<file path="src/rtl/cnt_pkg.sv">
// Shared encodings and helpers for the cascadable slice counter.
package cnt_pkg;

   // Operation select encoding (fixed one-hot-free decode, no priority needed)
   localparam logic [1:0] OP_HOLD = 2'b00;
   localparam logic [1:0] OP_CNT  = 2'b01;
   localparam logic [1:0] OP_LOAD = 2'b10;
   localparam logic [1:0] OP_CLR  = 2'b11;

   // Count direction
   localparam logic DIR_UP   = 1'b0;
   localparam logic DIR_DOWN = 1'b1;

   // Widest counter the terminal-pattern helper can describe
   localparam int TERM_MAX_W = 64;

   // Terminal pattern for a counter of the given width: all ones when
   // counting up, all zeros when counting down. Bits above width are zero.
   function automatic logic [TERM_MAX_W-1:0] term_pat(input logic dir, input int width);
      logic [TERM_MAX_W-1:0] pat;
      pat = '0;
      for (int i = 0; i < TERM_MAX_W; i++) begin
         if (i < width) begin
            pat[i] = (dir == DIR_UP);
         end
      end
      return pat;
   endfunction

endpackage

</file>
<file path="src/rtl/cnt4_next.sv">
// Combinational next-state for one 4-bit counter slice, with the
// carry/borrow enable passed on to the next slice up.
module cnt4_next
   import cnt_pkg::*;
(
   input  logic [3:0] cur,
   input  logic [3:0] ld,
   input  logic [1:0] op,
   input  logic       dir,
   input  logic       en_in,
   output logic [3:0] nxt,
   output logic       en_out
);

   logic slice_term;

   // Slice sits at its own terminal pattern; the next slice steps only then
   always_comb begin
      slice_term = (dir == DIR_DOWN) ? (cur == 4'h0) : (cur == 4'hF);
      en_out     = en_in & slice_term;
   end

   // Next slice value for the decoded operation
   always_comb begin
      nxt = cur;
      case (op)
         OP_HOLD: nxt = cur;
         OP_CNT: begin
            if (en_in) begin
               nxt = (dir == DIR_DOWN) ? cur - 4'd1 : cur + 4'd1;
            end
         end
         OP_LOAD: nxt = ld;
         OP_CLR:  nxt = 4'h0;
         default: nxt = cur;
      endcase
   end

endmodule

</file>
<file path="src/rtl/cnt_slice_reg.sv">
// Registered counter assembled from NSLICE 4-bit slices. The slices only
// compute next state; every register lives here. Width is limited to
// TERM_MAX_W bits by the terminal-pattern helper.
module cnt_slice_reg
   import cnt_pkg::*;
#(
   parameter int                  NSLICE  = 2,
   parameter logic [4*NSLICE-1:0] RST_VAL = '0
) (
   input  logic                  clk,
   input  logic                  rst,
   input  logic [1:0]            op,
   input  logic                  dir,
   input  logic                  enp,
   input  logic                  ent,
   input  logic [4*NSLICE-1:0]   d,
   output logic [4*NSLICE-1:0]   q,
   output logic                  tc,
   output logic                  wrap,
   output logic                  busy_cnt
);

   localparam int W = 4 * NSLICE;

   logic [W-1:0]            q_q;
   logic [W-1:0]            q_d;
   logic                    wrap_q;
   logic                    wrap_d;
   logic                    busy_q;
   logic                    busy_d;
   logic [NSLICE:0]         slice_en;
   logic [TERM_MAX_W-1:0]   q_ext;
   logic [TERM_MAX_W-1:0]   term_full;

   // Lowest slice steps whenever both count enables are high
   assign slice_en[0] = enp & ent;

   genvar gi;
   generate
      for (gi = 0; gi < NSLICE; gi++) begin : g_slice
         cnt4_next u_slice (
            .cur    (q_q[4*gi +: 4]),
            .ld     (d[4*gi +: 4]),
            .op     (op),
            .dir    (dir),
            .en_in  (slice_en[gi]),
            .nxt    (q_d[4*gi +: 4]),
            .en_out (slice_en[gi+1])
         );
      end
   endgenerate

   // Full-width enable out of the top slice means every slice was terminal,
   // i.e. this count edge wraps the whole counter
   always_comb begin
      wrap_d = (op == OP_CNT) & slice_en[NSLICE];
      busy_d = (op == OP_CNT) & enp & ent;
   end

   // Terminal count is combinational from q, ent and dir for cascading
   always_comb begin
      q_ext          = '0;
      q_ext[W-1:0]   = q_q;
      term_full      = term_pat(dir, W);
      tc             = ent & (q_ext == term_full);
   end

   // State registers with asynchronous reset
   always_ff @(posedge clk or posedge rst) begin
      if (rst) begin
         q_q    <= RST_VAL;
         wrap_q <= 1'b0;
         busy_q <= 1'b0;
      end else begin
         q_q    <= q_d;
         wrap_q <= wrap_d;
         busy_q <= busy_d;
      end
   end

   // Flag an undriven operation select while out of reset
   always @(posedge clk) begin
      if (!rst) begin
         assert (!$isunknown(op)) else $error("cnt_slice_reg: op is X/Z");
      end
   end

   assign q        = q_q;
   assign wrap     = wrap_q;
   assign busy_cnt = busy_q;

endmodule

</file>
<file path="config.mk">
export PLATFORM = sky130hd
export DESIGN_NAME = cnt_slice_reg
export DESIGN_NICKNAME = d
export VERILOG_FILES = /design/src/rtl/cnt_pkg.sv /design/src/rtl/cnt4_next.sv /design/src/rtl/cnt_slice_reg.sv
export SDC_FILE = /design/constraint.sdc
export NUM_CORES = 1
export LEC_CHECK = 0
export ABC_AREA = 1
export BUFFER_PORTS_ARGS = -buffer_cell sky130_fd_sc_hd__buf_2
export CAP_MARGIN = 0
export CELL_PAD_IN_SITES_DETAIL_PLACEMENT = 1
export CELL_PAD_IN_SITES_GLOBAL_PLACEMENT = 1
export CORE_MARGIN = 3
export CORE_UTILIZATION = 30
export DETAILED_ROUTE_END_ITERATION = 7
export PLACE_DENSITY = 0.7
export SYNTH_ARGS = -nofsm -noshare
export SYNTH_HDL_FRONTEND = slang
export SYNTH_HIERARCHICAL = 1
export SYNTH_SLANG_ARGS = --single-unit
</file>
<file path="constraint.sdc">
create_clock -name clk -period 2.2 [get_ports clk]
set_input_delay 0.22 -clock clk [delete_from_list [all_inputs] [get_ports clk]]
set_output_delay 0.22 -clock clk [all_outputs]
set_load 0.02 [all_outputs]
</file>
* Word level (Yosys, flattened, before mapping) *
Cells that the tools add are included.

operators by class
  $mul = 0
  multiplexer cells = 8
  divide/modulo/power cells = 0
  bitwise logic cells = 9
  shift operators = 0
  order comparisons = 0
  equality and inequality tests = 8
  reductions and logical operators = 5
  add/subtract/negate cells = 4

operator list
  kind                                                   number
  one-hot mux 4 bit (3 select lines)                     2
  two-way mux 4 bit                                      4
  adder 4 x 1 -> 4 bit, second input constant            2
  equality test 4 bit, second input constant             2
  equality test 8 bit                                    1
  zero test 4 bit                                        2
  subtractor 4 x 1 -> 4 bit, second input constant       2
  AND 1 bit                                              7
  equality test 2 bit, second input constant             2
  inequality test 2 x 1 -> 1 bit, second input constant  2
  AND reduction 2 bit                                    2
  equality test 2 x 1 -> 1 bit, second input constant    1
  zero test 2 bit                                        1
  two-way mux 1 bit                                      2
  NOT 1 bit                                              2

storage, ports and cells
  memories = 0
  memory bits (writable) = 0
  logic and storage cells = 38
  output and inout port bits = 11
  bits of input ports = 15
  flip-flop bits (word level) = 10
  latch bits = 0
  ROM bits = 0

* Depth between registers and ports, before layout *
  word-level depth = 5
  depth in mapped cells = 8
  depth with buffers taken out = 8

* Hierarchy *
The synthesis kept the hierarchy.

modules (own cells, without submodules)
  module                          area each (um^2)  cells each  instances  seq. area each (um^2)
  cnt_slice_reg                   352.8             34          1          250.2
  cnt4_next (g_slice[0].u_slice)  284.0             52          1          0.0
  cnt4_next (g_slice[1].u_slice)  279.0             52          1          0.0

* Least setup slack after synthesis *
OpenSTA, ideal clock, no wires.

  kind = register to register
  start point = register q_q[0] (netlist: q[0])
  end point = register wrap_q (netlist: wrap)
  buffers on the path = 0
  stages on the path, launching flop included = 8
  setup time = 88 ps
  clock period less this slack = 1839 ps
  path slack = 361 ps
  required time = 2112 ps
  arrival time = 1751 ps
  cells stage by stage = dfrtp_1 nand3_1 nor2_1 nor2_1 nor3_1 inv_1 nor3_1 nor3b_1

on the way
  cells in the longest elaborated chain, start to end = 5
  elaborated cells on any way between the ends = 6
  classes of those cells = eq/ne: 1; mux: 1; bitwise: 3; reduce/logical: 1

ends and longest elaborated chain
  element                                                        line                 source
  start, declared                                                cnt_slice_reg.sv:25  logic [W-1:0] q_q;
  start signal, assigned                                         cnt_slice_reg.sv:75  q_q <= q_d;
  equality test 4 bit / zero test 4 bit (equally long branches)  cnt4_next.sv:19      slice_term = (dir == DIR_DOWN) ? (cur == 4'h0) : (cur == 4'hF);
  two-way mux 1 bit (*)                                          cnt4_next.sv:19
  AND 1 bit (*)                                                  cnt4_next.sv:20      en_out = en_in & slice_term;
  net slice_en[1]                                                cnt_slice_reg.sv:31  logic [NSLICE:0] slice_en;
  AND 1 bit (*)                                                  cnt4_next.sv:20
  net slice_en[2]                                                cnt_slice_reg.sv:31
  AND 1 bit (*)                                                  cnt_slice_reg.sv:56  wrap_d = (op == OP_CNT) & slice_en[NSLICE];
  net wrap_d                                                     cnt_slice_reg.sv:28  logic wrap_d;
  end signal, assigned                                           cnt_slice_reg.sv:76  wrap_q <= wrap_d;
  end, declared                                                  cnt_slice_reg.sv:27  logic wrap_q;

Mark *: on every way through the listed nets, which the timed path passes. The rest lies on a longest branch.
A chain may end at the register's enable or synchronous reset.

* Worst setup path after layout *
  start point = register q_q[4] (netlist: q[4])
  end point = output tc

on the way
  cells in the longest elaborated chain, start to end = 2

ends and longest elaborated chain
  element              line                 source
  equality test 8 bit  cnt_slice_reg.sv:65  tc = ent & (q_ext == term_full);
  AND 1 bit            cnt_slice_reg.sv:65
  end, declared        cnt_slice_reg.sv:18  output logic tc,

Every way passes these cells.

==> run metrics <==
Hold Fails Final Rpt=0; Post-Syn Area per Cell=6.64 sq um; Clk Latency, worst-skew pair=0.26 ns; Top FF cell, synth=dfrtp_1; Clock Skew=0.00602 ns; 1st-pass router iterations=4; delay of the slowest critical-path stage=0.49 ns; root buf cell=clkbuf_4; top cell type's share of synthesized area=0.273; fin nets=191; Tmin final=1.66 ns; total power=0.623 mW; CP Launch Type=register; CTS Buf Count=3; DRC=0; grt ovf=0; most numerous cell in the Yosys netlist=nand2_1; RSZ-0062 raised after global routing=no; CTS resizes=0; GRT Total Usage=0.161; clk sinks=10; critical path arrival=1.44 ns; worst-path maximum fanout=9; initial antenna violation count=0; Synth Warn #=6; Fmax=601 MHz; Sw Pwr=0.235 mW; sequential power share=0.381; Initial Utilization=0.324; first-pass GRT wire length=4.52 mm; share of cells above drive strength 1=0.243; synthesized area=916 sq um; routed vias=982; GP Congestion=0.878; DIE HEIGHT=61.3 microns; LEAKAGE=0.595 nW; H-tree Lvls=1; Slew headroom=0.728; switching share of power=0.376; Layout Utilization=0.401; critical path's slowest cell=dfrtp_1; Die X=61.3 microns; Layout fillers=375; register area=250 sq um; port bufs=25; final number of setup-violating endpoints=0; Layout area overhead=23.8%; Synth area leader=dfrtp_1; largest cells by area after synthesis=dfrtp_1 27%, nand2_1 14%, nand3_1 9.8%, inv_1 9.0%, nor2_1 5.7%; Die ar.=3750 sq um; hold_buf cts=1; maximum clock path buffer count=2; Max Slew Vio Count=0; list of most frequent post-synthesis cells=35 x nand2_1, 22 x inv_1, 18 x nand3_1; Peak VDD IR=0.309 mV; sequential-to-total area share from yosys stat=0.273; P_int=0.389 mW; drt total wl=2.60 mm; asr flop ratio synth=1.00; core box area=2830 sq um; fin crit share=0.756; pin count of the biggest net entering global routing=15; Max-Cap Viols=0; Final ANT Viol Nets=0; synth unique cells=19; antenna diode count=0; footprint of the multi-input gates=576 sq um; TritonCTS clock tree=built; Setup TNS Final=0 ns; number of global-route vias before repair=1031; Setup crit end kind=output pin; drt via density=4.91; cells after synthesis=138; top-level I/O count=26; Seq cells post-synth=10; Crit Path Category=register to output pin; Post-synth EDFFs=0; status=finished clean; wire per inst=13.0 microns; worst path cell trace=nor2_1 -> nand2_1 -> nor2_1 -> nand2_1 -> a21oi_2 -> buf_2; critical path required time=1.98 ns; DP HPWL=2.08 mm; clock-pin slew on the worst setup and hold paths=0.07 ns; hold slack=0.210 ns; Hold Path Class=input port to register; Least-Margin Pin Slew=0.408 ns; Clock power frac=0.264; post-synth net total=159; logic gate share of total power=0.355; initial DRC count=13; Setup Fix Bufs, Post-CTS=0; Core Rows=19; Cell Pwr Density=550 nW/um^2
==> worst paths after layout <==
kind,from,to,slack [ns],depth (start not counted)
setup / recovery,q[4]$_DFF_PP0_,tc,0.54,6
hold / removal,d[2],q[2]$_DFF_PP0_,0.21,3
setup reg to reg,q[0]$_DFF_PP0_,wrap$_DFF_PP0_,0.54,8
hold reg to reg,q[1]$_DFF_PP0_,q[1]$_DFF_PP0_,0.65,2
max in group asynchronous,rst,q[2]$_DFF_PP0_,1.42,3
min in group asynchronous,rst,wrap$_DFF_PP0_,0.48,3
==> layout make-up <==
class                           count  share of cell area
Multi-Input combinational cell    104               0.508
Clock buffer                        4              0.0320
Inverter                           24              0.0795
Timing Repair Buffer               27               0.126
Tap cell                           31              0.0342
Sequential cell                    10               0.221
==> placed cells by master (no fill, tap or decap), types with 2 or more instances in the layout <==
cell	n
nor2_1	14
nor3_1	6
nand2_1	35
ha_1	4
clkbuf_4	3
a21oi_2	5
nand3_1	18
xnor2_1	4
inv_2	2
a21oi_1	4
o21ai_1	4
inv_1	22
buf_2	25
o211ai_1	2
or2_4	2
dfrtp_1	10
fa_1	2
==> stage by stage <==
step	area (sq um)	std cells	worst slack (ns)
floorplan	916	138	0.361
detailed placement	1090	195	0.502
global placement	1090	195	0.611
CTS	1130	200	0.496
global route	1130	200	0.271
finish	1130	200	0.537
==> per-layer routing <==
layer | vias to the layer above | GRT usage | part of all wire
met2 | 17 | 0.252 | 0.45
li1 | 502 | - | -
met3 | 2 | 0.0126 | 0.029
met4 | 0 | 0.0557 | 0.0062
met5 | - | 0 | 0
met1 | 461 | 0.232 | 0.52
==> flip-flops by register name (all words and copies together) (netlist names) <==
| name | flops |
|---|---|
| busy_cnt | 1 |
| q | 8 |
| wrap | 1 |
==> worst max-delay path: cells and delay by family, from the launching register on <==
kind | cells | cell delay, ns
compound gates | 1 | 0.11
simple gates | 4 | 0.41
flops | 1 | 0.49
buf+inv | 1 | 0.17
==> power by group through the flow <==
| stage | sequential (mW) | clock [mW] | combinational, mW |
|---|---|---|---|
| 3_5_place_dp | 0.242 | 0 | 0.221 |
| 4_1_cts | 0.238 | 0.173 | 0.224 |
| 5_1_grt | 0.244 | 0.183 | 0.249 |
| 6_report | 0.238 | 0.165 | 0.221 |
| 2_1_floorplan | 0.251 | 0 | 0.132 |
| 3_3_place_gp | 0.240 | 0 | 0.215 |
==> logic make-up after synthesis <==
logic type,synth area share
XOR/XNOR,0.0382
buffers and inverters,0.0984
AO/OA/AOI/OAI,0.108
flip-flops,0.273
AND/OR/NAND/NOR,0.384
adder cells (fa/ha/maj),0.0984
Note: power is estimated with default switching activity, not from simulation.
